===== src/rtl/light_sequencer.sv =====
// Traffic-light sequencer: highway/farm-road lights driven from an external interval timer.
// Define ALL_RED_EN to insert all-red clearance states between the two roads' yellow and green.
module light_sequencer #(
    parameter int unsigned T_GREEN      = 30,
    parameter int unsigned T_YELLOW     = 5,
    parameter int unsigned T_SIDE_GREEN = 10,
    parameter int unsigned T_RED_CLR    = 2,
    parameter int unsigned CNT_W        = 8,
    parameter int unsigned DEBOUNCE     = 3
) (
    input  logic             clk,
    input  logic             rst_n,
    input  logic             car_detected,
    input  logic             tmr_done,
    output logic             tmr_start,
    output logic [CNT_W-1:0] tmr_len,
    output logic [2:0]       hwy_light,
    output logic [2:0]       farm_light,
    output logic             car_pending,
    output logic             proto_err,
    output logic [2:0]       state_o
);

    typedef enum logic [2:0] {
        StHg  = 3'd0,
        StHy  = 3'd1,
        StFg  = 3'd2,
        StFy  = 3'd3,
        StAr1 = 3'd4,
        StAr2 = 3'd5
    } state_e;

    localparam longint unsigned LenLimit = 64'd1 << CNT_W;

    function automatic bit len_ok(input int unsigned t);
        return (t >= 1) && (64'(t) < LenLimit);
    endfunction

    localparam bit ParamsOk = (CNT_W >= 1) && (CNT_W <= 32) && (DEBOUNCE >= 1) &&
                              len_ok(T_GREEN) && len_ok(T_YELLOW) &&
                              len_ok(T_SIDE_GREEN) && len_ok(T_RED_CLR);

    if (!ParamsOk) begin : g_bad_params
        $error("light_sequencer: intervals must lie in [1, 2**CNT_W-1] and DEBOUNCE >= 1");
    end

    localparam logic [CNT_W-1:0] LenGreen  = CNT_W'(T_GREEN);
    localparam logic [CNT_W-1:0] LenYellow = CNT_W'(T_YELLOW);
    localparam logic [CNT_W-1:0] LenSide   = CNT_W'(T_SIDE_GREEN);
`ifdef ALL_RED_EN
    localparam logic [CNT_W-1:0] LenRedClr = CNT_W'(T_RED_CLR);
`endif

    localparam int unsigned      DbW    = (DEBOUNCE > 1) ? $clog2(DEBOUNCE) : 1;
    localparam logic [DbW-1:0]   DbLast = DbW'(DEBOUNCE - 1);

    logic           r_sync1;
    logic           r_sync2;
    logic [DbW-1:0] r_db_cnt;
    logic           r_car_valid;
    state_e         r_state;
    logic           r_start_req;
    logic           r_outstanding;
    logic           w_accept;
    logic           w_car_set;
    state_e         w_next_state;

    function automatic logic [CNT_W-1:0] interval_of(input state_e s);
        case (s)
            StHg:       return LenGreen;
            StHy, StFy: return LenYellow;
            StFg:       return LenSide;
`ifdef ALL_RED_EN
            default:    return LenRedClr;
`else
            default:    return LenGreen;
`endif
        endcase
    endfunction

    // Light encodings are {R,Y,G}.
    function automatic logic [2:0] hwy_of(input state_e s);
        case (s)
            StHg:    return 3'b001;
            StHy:    return 3'b010;
            default: return 3'b100;
        endcase
    endfunction

    function automatic logic [2:0] farm_of(input state_e s);
        case (s)
            StFg:    return 3'b001;
            StFy:    return 3'b010;
            default: return 3'b100;
        endcase
    endfunction

    // Counter runs only while the synchronised level disagrees with the accepted one.
    always_ff @(posedge clk or negedge rst_n) begin
        if (!rst_n) begin
            r_sync1     <= 1'b0;
            r_sync2     <= 1'b0;
            r_db_cnt    <= '0;
            r_car_valid <= 1'b0;
        end else begin
            r_sync1 <= car_detected;
            r_sync2 <= r_sync1;
            if (r_sync2 == r_car_valid) begin
                r_db_cnt <= '0;
            end else if (r_db_cnt == DbLast) begin
                r_db_cnt    <= '0;
                r_car_valid <= r_sync2;
            end else begin
                r_db_cnt <= r_db_cnt + DbW'(1);
            end
        end
    end

    // A done pulse coincident with our own start pulse is never a valid completion.
    assign w_accept = tmr_done && r_outstanding && !tmr_start;

`ifdef ALL_RED_EN
    assign w_car_set = r_car_valid && (r_state == StHg || r_state == StHy || r_state == StAr1);
`else
    assign w_car_set = r_car_valid && (r_state == StHg || r_state == StHy);
`endif

    always_comb begin
        w_next_state = r_state;
        case (r_state)
            StHg:    w_next_state = car_pending ? StHy : StHg;
`ifdef ALL_RED_EN
            StHy:    w_next_state = StAr1;
            StFy:    w_next_state = StAr2;
`else
            StHy:    w_next_state = StFg;
            StFy:    w_next_state = StHg;
`endif
            StFg:    w_next_state = StFy;
            StAr1:   w_next_state = StFg;
            StAr2:   w_next_state = StHg;
            default: w_next_state = StHg;
        endcase
    end

    always_ff @(posedge clk or negedge rst_n) begin
        if (!rst_n) begin
            r_state       <= StHg;
            hwy_light     <= 3'b001;
            farm_light    <= 3'b100;
            tmr_start     <= 1'b0;
            tmr_len       <= '0;
            car_pending   <= 1'b0;
            proto_err     <= 1'b0;
            r_start_req   <= 1'b1;
            r_outstanding <= 1'b0;
        end else begin
            tmr_start   <= r_start_req;
            r_start_req <= 1'b0;
            if (r_start_req) begin
                tmr_len       <= interval_of(r_state);
                r_outstanding <= 1'b1;
            end
            if (tmr_done && !w_accept) begin
                proto_err <= 1'b1;
            end
            if (w_car_set) begin
                car_pending <= 1'b1;
            end
            // Later assignments win, so entering FG clears a coincident set.
            if (w_accept) begin
                r_outstanding <= 1'b0;
                r_start_req   <= 1'b1;
                r_state       <= w_next_state;
                hwy_light     <= hwy_of(w_next_state);
                farm_light    <= farm_of(w_next_state);
                if (w_next_state == StFg) begin
                    car_pending <= 1'b0;
                end
            end
        end
    end

    assign state_o = r_state;

endmodule


===== config.mk =====
export PLATFORM = sky130hd
export DESIGN_NAME = light_sequencer
export DESIGN_NICKNAME = d
export VERILOG_FILES = /design/src/rtl/light_sequencer.sv
export SDC_FILE = /design/constraint.sdc
export NUM_CORES = 1
export LEC_CHECK = 0
export ABC_AREA = 1
export CAP_MARGIN = 20
export CORE_ASPECT_RATIO = 0.75
export CORE_UTILIZATION = 50
export DETAILED_ROUTE_END_ITERATION = 7
export HOLD_SLACK_MARGIN = 0.02
export PLACE_DENSITY = 0.82
export SYNTH_ARGS = -nofsm -noshare
export SYNTH_HDL_FRONTEND = slang
export SYNTH_SLANG_ARGS = --single-unit
export TNS_END_PERCENT = 10

===== constraint.sdc =====
create_clock -name clk -period 3.14 [get_ports clk]
set_clock_uncertainty 0.05 [all_clocks]
set_input_delay 0.942 -clock clk [delete_from_list [all_inputs] [get_ports clk]]
set_output_delay 0.942 -clock clk [all_outputs]
set_load 0.005 [all_outputs]

==> results of run 1 <==
registers in the layout, summed over array words and instances (netlist names):
register and cells:
r_start_req 1, farm_light 3, hwy_light 3, r_car_valid 1
r_outstanding 1, tmr_len 4, r_db_cnt 2, tmr_start 1
proto_err 1, car_pending 1, state_o 1, r_sync1 1
r_sync2 1
cells in the final DEF, fill, tap and decap left out, drive strengths merged:
cell type and count:
conb 4, nor2 8, nand3 2, clkinv 1
inv 10, clkdlybuf4s50 19, o22a 1, dfstp 3
o21ai 6, a21oi 1, buf 1, clkbuf 4
nor3 2, a21o 1, xnor2 1, dfrtp 18
nand4 1, nand2 23, o21a 1, ha 6
layout make-up:
class,instances,area (um^2)
Sequential cell,21,529
Timing Repair Buffer,20,198
Inverter,11,42.5
Clock buffer,4,26.3
Multi-Input combinational cell,57,315
Tap cell,22,27.5
Fill cell,139,586
worst paths after layout:
path | startpoint | end | slack, ns | depth (start not counted)
min in group asynchronous | rst_n | tmr_len[0]$_DFFE_PN0P_ | 0.93 | 2
worst max register to register | hwy_light[2]$_DFFE_PN0P_ | car_pending$_DFF_PN0_ | 1.69 | 5
worst min register to register | r_sync1$_DFF_PN0_ | r_sync2$_DFF_PN0_ | 0.31 | 0
max in group asynchronous | rst_n | farm_light[2]$_DFFE_PN1P_ | 1.84 | 2
worst max-delay path | hwy_light[2]$_DFFE_PN0P_ | hwy_light[2] | 0.81 | 1
worst min-delay path | r_sync1$_DFF_PN0_ | r_sync2$_DFF_PN0_ | 0.31 | 0
per-stage QoR:
step / instance area (um^2) / instances / setup WS [ns] / hold slack, ns / util, %
floorplan: 932 / 95 / 1.56 / 0.281 / -
global placement: 1110 / 131 / 1.14 / 0.282 / 64.5
detailed placement: 1110 / 131 / 1.11 / 0.291 / 64.5
CTS: 1140 / 135 / 0.767 / 0.316 / 66.0
global route: 1140 / 135 / 0.700 / 0.320 / 66.0
finish: 1140 / 135 / 0.807 / 0.312 / 66.0
worst reg2reg max path: stages, from the launching register on:
cell	delay [ns]
dfrtp_1	0.49
inv_2	0.12
ha_1	0.34
nand4_1	0.17
nor2_1	0.14
nor2_1	0.04
power by group:
part	internal [W]	total, W	switching (W)
logic	0.000246	0.000459	0.000213
registers	0.000384	0.000469	0.0000856
clock network	0.0000495	0.000123	0.0000734
cell families (layout without fill, tap and decap cells):
group	after synthesis	count (layout)
xor gates and xnor gates	1	1
other	1	4
and+or+nand+nor	36	36
DFF	21	21
adders and majority gates	6	6
buffers and inverters	17	35
AOI/OAI and AO/OA	10	10
routing by layer:
metal | up-vias | track usage (%)
met5 | - | 0
met4 | 0 | 12.2
met3 | 4 | 5.10
met2 | 22 | 26.9
met1 | 306 | 21.1
li1 | 320 | -
==> results.md, run 1 <==
- The number of enable-type register cells in the synthesized netlist is 0.
- In this run the horizontal extent of the chip is 51.6 um.
- Among cell families on the critical path, the largest total delay comes from buffers and inverters.
- The via count is between 600 and 700.
- During placement, the flow inserted port buffers numbering 19.
- Summing the areas of all and, or, nand and nor instances in the mapped netlist gives 17.1% of the synthesized area.
- Dividing the final minimum period by the clock period gives between 70% and 80%.
- The wire length on met3 is approximately 83 um.
- Summing the sequential cell areas from Yosys gives a little under three fifths of the chip area.
- The wire length the detailed router placed on met1 is ~690 um.
- During synthesis, Yosys emitted a total of 0 warnings.
- The kind of capture point of the worst setup path is an output port.
- The area inside the core boundary is approximately 1700 um^2.
- After floorplanning, the core was divided into 13 placement rows.
- The count of state elements after synthesis is 21.
- The synthesized design devotes to its leading area cell type just under 50% of total area.
- In the final design database the tool counted 124 nets.
- The overall routing resource usage is 17.4%.
- Using the TritonRoute via totals, the vias-per-cell ratio works out to 4.83.
- Before antenna repair, the detailed router went through 4 iterations.
- The minimum clock period after layout is 2.33 ns.
- The detailed-route DRC error count is 0.
- After synthesis, the most frequently instantiated cells are 23 x nand2_1, 18 x dfrtp_1, 9 x inv_1, 7 x nor2_1.
- In the synthesized netlist the async set-or-reset flop fraction comes to 100%.
- The area of the mapped netlist is roughly 900 um^2.
- The total clock sinks is 21.
- The I/O pin count is 24.
- The most common flop cell mapped by yosys is dfrtp_1.
- In this run the post-CTS setup repair buffer count came out at 0.
- Walking the worst path, the cells encountered are clkdlybuf4s50_1.
- In this run, the number of DRC markers left after iteration 0 of detailed routing was 10.
- The standard cell with the maximum stage delay on the critical path is clkdlybuf4s50_1.
- The first global-routing pass estimated approximately 2300 um of wire.
- The setup-violating endpoint count in the final report is 0.
- The met2 routed wirelength is around 700 um.
- After detailed routing, the average wire length per cell comes to around 11 um.
- The total of hold buffers inserted after clock tree synthesis is 0.
- The count of unique library cells instantiated by Yosys is 22.
- Clock latency on the worst-skew pair, taken at its later pin, is about 0.3 ns.
- In this run, CTS created clock tree buffers numbering 3.
- By area the synthesized netlist is led by dfrtp_1 49%, nand2_1 9.4%, dfstp_2 8.6%, ha_1 8.2%, buf_4 4.9%.
- The worst hold path belongs to the class flop to flop.
- The effective utilization at floorplan is between 50% and 60%.
- The global placement routability congestion is between 0.8 and 0.9.
- The share of the synthesized netlist area taken by xor and xnor gates is 0.951%.
- STA classifies the critical path startpoint as a flop.
- Static timing analysis puts the maximum clock frequency at approximately 430 MHz.
- The count of nets left with antenna violations once routing finished came out at 0.
- The buffer and inverter count on the worst path is 1.
- The worst-case IR drop observed on VDD is approximately 0.52 mV.
- The final setup TNS is 0 ns.
- The cell count after synthesis came out at between 90 and 100.
- The growth of design area from synthesis to finish is 23.6%.
- After Yosys synthesis, full adders, half adders and majority gates account for roughly 8% of the synthesized area.
- The total count of hold-check failures in the final report is 0.
- The via count of the first global-routing pass was ~540.
- The critical setup path kind is flop to output port.
- The overall die area is between 2000 and 2500 um^2.
- The cell at the root of the clock tree is clkbuf_4.
- After detailed routing, no signal wire sits above met4.
- The residual overflow from global routing is 0.
- The arrival time at the worst endpoint is 1.34 ns.
- Cells with a size suffix above 1 make up under 10% of the layout.
- The maximum buffer depth of the clock tree is 2.
- After detailed routing, the total wire length is roughly 1500 um.
- The biggest area contributor in the post-synthesis netlist is dfrtp_1.
- The TritonCTS clock tree is done.
- Entering global routing, the biggest net connects 22 pins.
- The number of antenna diodes in the final layout is 0.
- Power comes to ~0.0011 W.
- The share of the synthesized area in compound gates (AO/OA/AOI/OAI) is 6.39%.
- The worst path required time is 2.15 ns.
- The number of gates resized after CTS is 0.
- The number of violations of the max-capacitance limit is 0.
- By area, the combinational part of the netlist is dominated by simple AND/OR/NAND/NOR gates.
- For this run, the slowest stage of the critical path takes around 0.56 ns.
- The number of pins with negative max-slew slack in the final report came to 0.
- The biggest fanout along the worst timing path is 7.
- The total power density per cell area is around 900 nW/um^2.
- The portion of netlist area occupied by mux cells is 0%.
- After clock tree synthesis, the clock-pin slew on the worst setup and hold paths is ~0.11 ns.
- The H-tree depth is 1.
- The most common cell in the synthesized netlist is nand2_1.
- The flow ran to the end, and the final reports show no timing, DRC or antenna violations.
- The initial antenna violation count is 0.
- Each instance of the synthesized netlist takes up on average ~10 um^2.
- Setup repair after global routing left no endpoint under its margin.
- The die is 39.2 um tall.
- The leakage power summed over all cells is 0.549 nW.
- After legalization and detailed placement, the total HPWL measured around 1100 um.
No activity file was read; power rests on OpenSTA's default activity.
==> run 2, diff against run 1 <==
Settings changed: CORE_UTILIZATION 50 to 42, PLACE_DENSITY 0.82 to 0.73.
Clock period 3.14 ns to 1.95 ns, I/O delays scaled along.
==> results.md, run 2 (synthesized netlist as in run 1, its figures left out) <==
- The flow ran to the end, and the final reports show no timing, DRC or antenna violations.
- The I/O pin count is 24 (unchanged).
- The post-DP HPWL is 1090 um (+1.1%).
- The via count of the first global-routing pass is 544 (+1.5%).
- The pin count of the biggest net entering global routing is 22 (unchanged).
- The overall die height is 42.6 um (+8.6%).
- The growth of design area from synthesis to finish is 24.2%.
- The tightest min-delay check is of the flop to flop type.
- The wire length of the first global-routing pass is 2440 um (+4.1%).
- The residual overflow from global routing is 0 (unchanged).
- The site row count came to 14 (+1).
- In the final layout, the registers with the most flip-flops are tmr_len: 4 flops, farm_light: 3 flops, hwy_light: 3 flops.
- Leaving out fill and tap cells, the most frequent cell in the layout is nand2_1.
- The worst path required time is 1.31 ns (-0.84 ns).
- The initial antenna violation count is 0 (unchanged).
- The number of flip-flops under the largest register name was 4 (unchanged).
- The fraction of layout instances using a drive strength above 1 is 12.4% (+2.7 points).
- The number of diodes added for antenna fixing is 0 (unchanged).
- The total clock buffers created by CTS is 3 (unchanged).
- The register-to-register path setup slack came to 0.54 ns (-1.15 ns).
- The tree is rooted in a clkbuf_4.
- The number of search-and-repair iterations in the first detailed-routing pass is 3 (-1).
- The biggest fanout along the worst timing path is 6 (-1).
- The signal on the critical path passes through clkdlybuf4s50_1.
- The setup-violating endpoint count in the final report is 0 (unchanged).
- The worst setup path is launched from a flop.
- Timing would allow up to approximately 530 MHz.
- The maximum buffer depth of the clock tree is 2 (unchanged).
- The depth of the most critical reg-to-reg path came to 5 (unchanged).
- In this run the most critical hold path is launched from r_sync1$_DFF_PN0_.
- The library cells used most frequently in the layout, excluding fill and tap cells, are 23 x nand2_1, 16 x dfrtp_1, 15 x clkdlybuf4s50_1.
- The via count is 628 (-3.7%).
- The number of post-CTS setup repair buffers is 0 (unchanged).
- The H-tree depth came to 1 (unchanged).
- The global placement routability congestion came to 0.789 (-4.7%).
- The effective utilization at floorplan is 45.3% (-8.1 points).
- The buffer and inverter count on the worst path is 1 (unchanged).
- The detailed-route DRC error count is 0 (unchanged).
- The final setup TNS is 0 ns (unchanged).
- The minimum clock period after layout is roughly 1.9 ns.
- The cell class contributing the biggest share of worst-path delay is buffers and inverters.
- The total clock sinks was 21 (unchanged).
- STA classifies the critical path endpoint as an output port.
- The register clock-pin slew on the reported worst setup and hold paths is 0.12 ns (about the same).
- The number of pins with negative max-slew slack in the final report was 0 (unchanged).
- The endpoint of the worst hold-timing path is r_sync2$_DFF_PN0_.
- The total count of hold-check failures in the final report is 0 (unchanged).
- The mean number of vias per cell is 4.58 (-5.1%).
- The share of the clock period used by the worst path is around 97%.
- The leakage power summed over all cells came to 0.567 nW (+3.4%).
- The count of cells along the worst hold path is 0 (unchanged).
- The number of violations of the max-capacitance limit is 0 (unchanged).
- The count of antenna-violating nets left after detailed routing was 0 (unchanged).
- The die span in x is 56.1 um (+8.8%).
- Setup repair after global routing left no endpoint under its margin.
- The endpoint of the worst register-to-register path is car_pending$_DFF_PN0_.
- The clock insertion delay at the later pin of the skew report is 0.30 ns (about the same).
- The overall routing resource usage is 13.9% (-3.5 points).
- The quantity of I/O buffers inserted on ports is 19 (unchanged).
- The register bank with the most flops is tmr_len.
- The TritonCTS clock tree is done.
- The worst vdd rail ir drop came to 0.926 mV (+79%).
- The startpoint identified for the worst register-to-register timing path is hwy_light[2]$_DFFE_PN0P_.
- The starting DRC count in detailed routing is 5 (-5).
- The standard cell with the maximum stage delay on the critical path is clkdlybuf4s50_1.
- The critical path is of the flop to output port type.
- The area inside the core boundary is 2030 um^2 (+18%).
- The total power density per cell area is 1470 nW/um^2 (+60%).
- The final wirelength is 1480 um (-0.61%).
- The utilization after layout is 56.3% (-9.8 points).
- The peak per-stage delay on the critical path came to 0.52 ns (-0.04 ns).
- The post-detailed-route wirelength per cell is 10.8 um (-2.1%).
- The overall die area is 2390 um^2 (+18%).
- The final net count came to 124 (unchanged).
- The arrival time at the worst endpoint is 1.25 ns (-0.09 ns).
-- run 2: timing repair --
| item | CTS | global route |
|---|---|---|
| resized for setup | 4 | 2 |
| endpoints found under the hold margin | 0 | 0 |
| endpoints found under the setup margin | 4 | 2 |
| hold buffers | 0 | 0 |
-- run 2: worst max-delay path by stage --
stage / start / to / slack, ns / cells past startpoint
6_report: state_o[0]$_DFFE_PN0P_ / state_o[0] / 0.06 / 1
2_1_floorplan: hwy_light[2]$_DFFE_PN0P_ / car_pending$_DFF_PN0_ / 0.65 / 5
3_5_place_dp: hwy_light[2]$_DFFE_PN0P_ / hwy_light[2] / 0.27 / 1
4_1_cts: hwy_light[2]$_DFFE_PN0P_ / state_o[1] / 0.01 / 1
3_3_place_gp: hwy_light[2]$_DFFE_PN0P_ / state_o[1] / 0.30 / 1
5_1_grt: state_o[0]$_DFFE_PN0P_ / state_o[0] / 0.008 / 1
-- run 2: layout make-up --
class / instances / area, um^2
fillers: 184 / 888
inverters: 11 / 42.5
multi-input cells: 57 / 315
flip-flops and latches: 21 / 532
clock buffers: 3 / 22.5
well taps: 24 / 30.0
clock inverters: 1 / 5.00
repair buffers: 20 / 196
-- run 2: where the power goes --
group | leakage, nW | switching [W] | internal (W)
clock network | 0.0177 | 0.000131 | 0.0000765
registers | 0.244 | 0.000141 | 0.000622
logic | 0.305 | 0.000338 | 0.000375
total | 0.567 | 0.000611 | 0.00107
-- run 2: metrics by stage --
stage / std cells / hold slack [ns] / power, W / instance area [um^2] / worst slack [ns]
after global routing: 137 / 0.344 / 0.00183 / 1140 / 0.00808
after CTS: 137 / 0.316 / 0.00170 / 1140 / 0.0102
after detailed placement: 133 / 0.287 / 0.00151 / 1110 / 0.267
final: 137 / 0.307 / 0.00168 / 1140 / 0.0648
after global placement: 133 / 0.283 / 0.00148 / 1110 / 0.298
after floorplan: 95 / 0.239 / 0.00115 / 932 / 0.647
-- run 2: worst reg2reg max path, stage by stage (launching register included) --
cell     delay (ns)
dfrtp_2        0.46
inv_2          0.10
ha_1           0.34
nand4_1        0.18
nor2_1         0.14
nor2_1         0.04
-- run 2: layer usage --
metal | global-route usage (%) | vias up | wire, um
li1 | - | 321 | -
met5 | 0 | - | 0
met4 | 2.93 | 0 | 13
met2 | 20.0 | 20 | 655
met1 | 18.4 | 285 | 705
met3 | 7.72 | 2 | 101
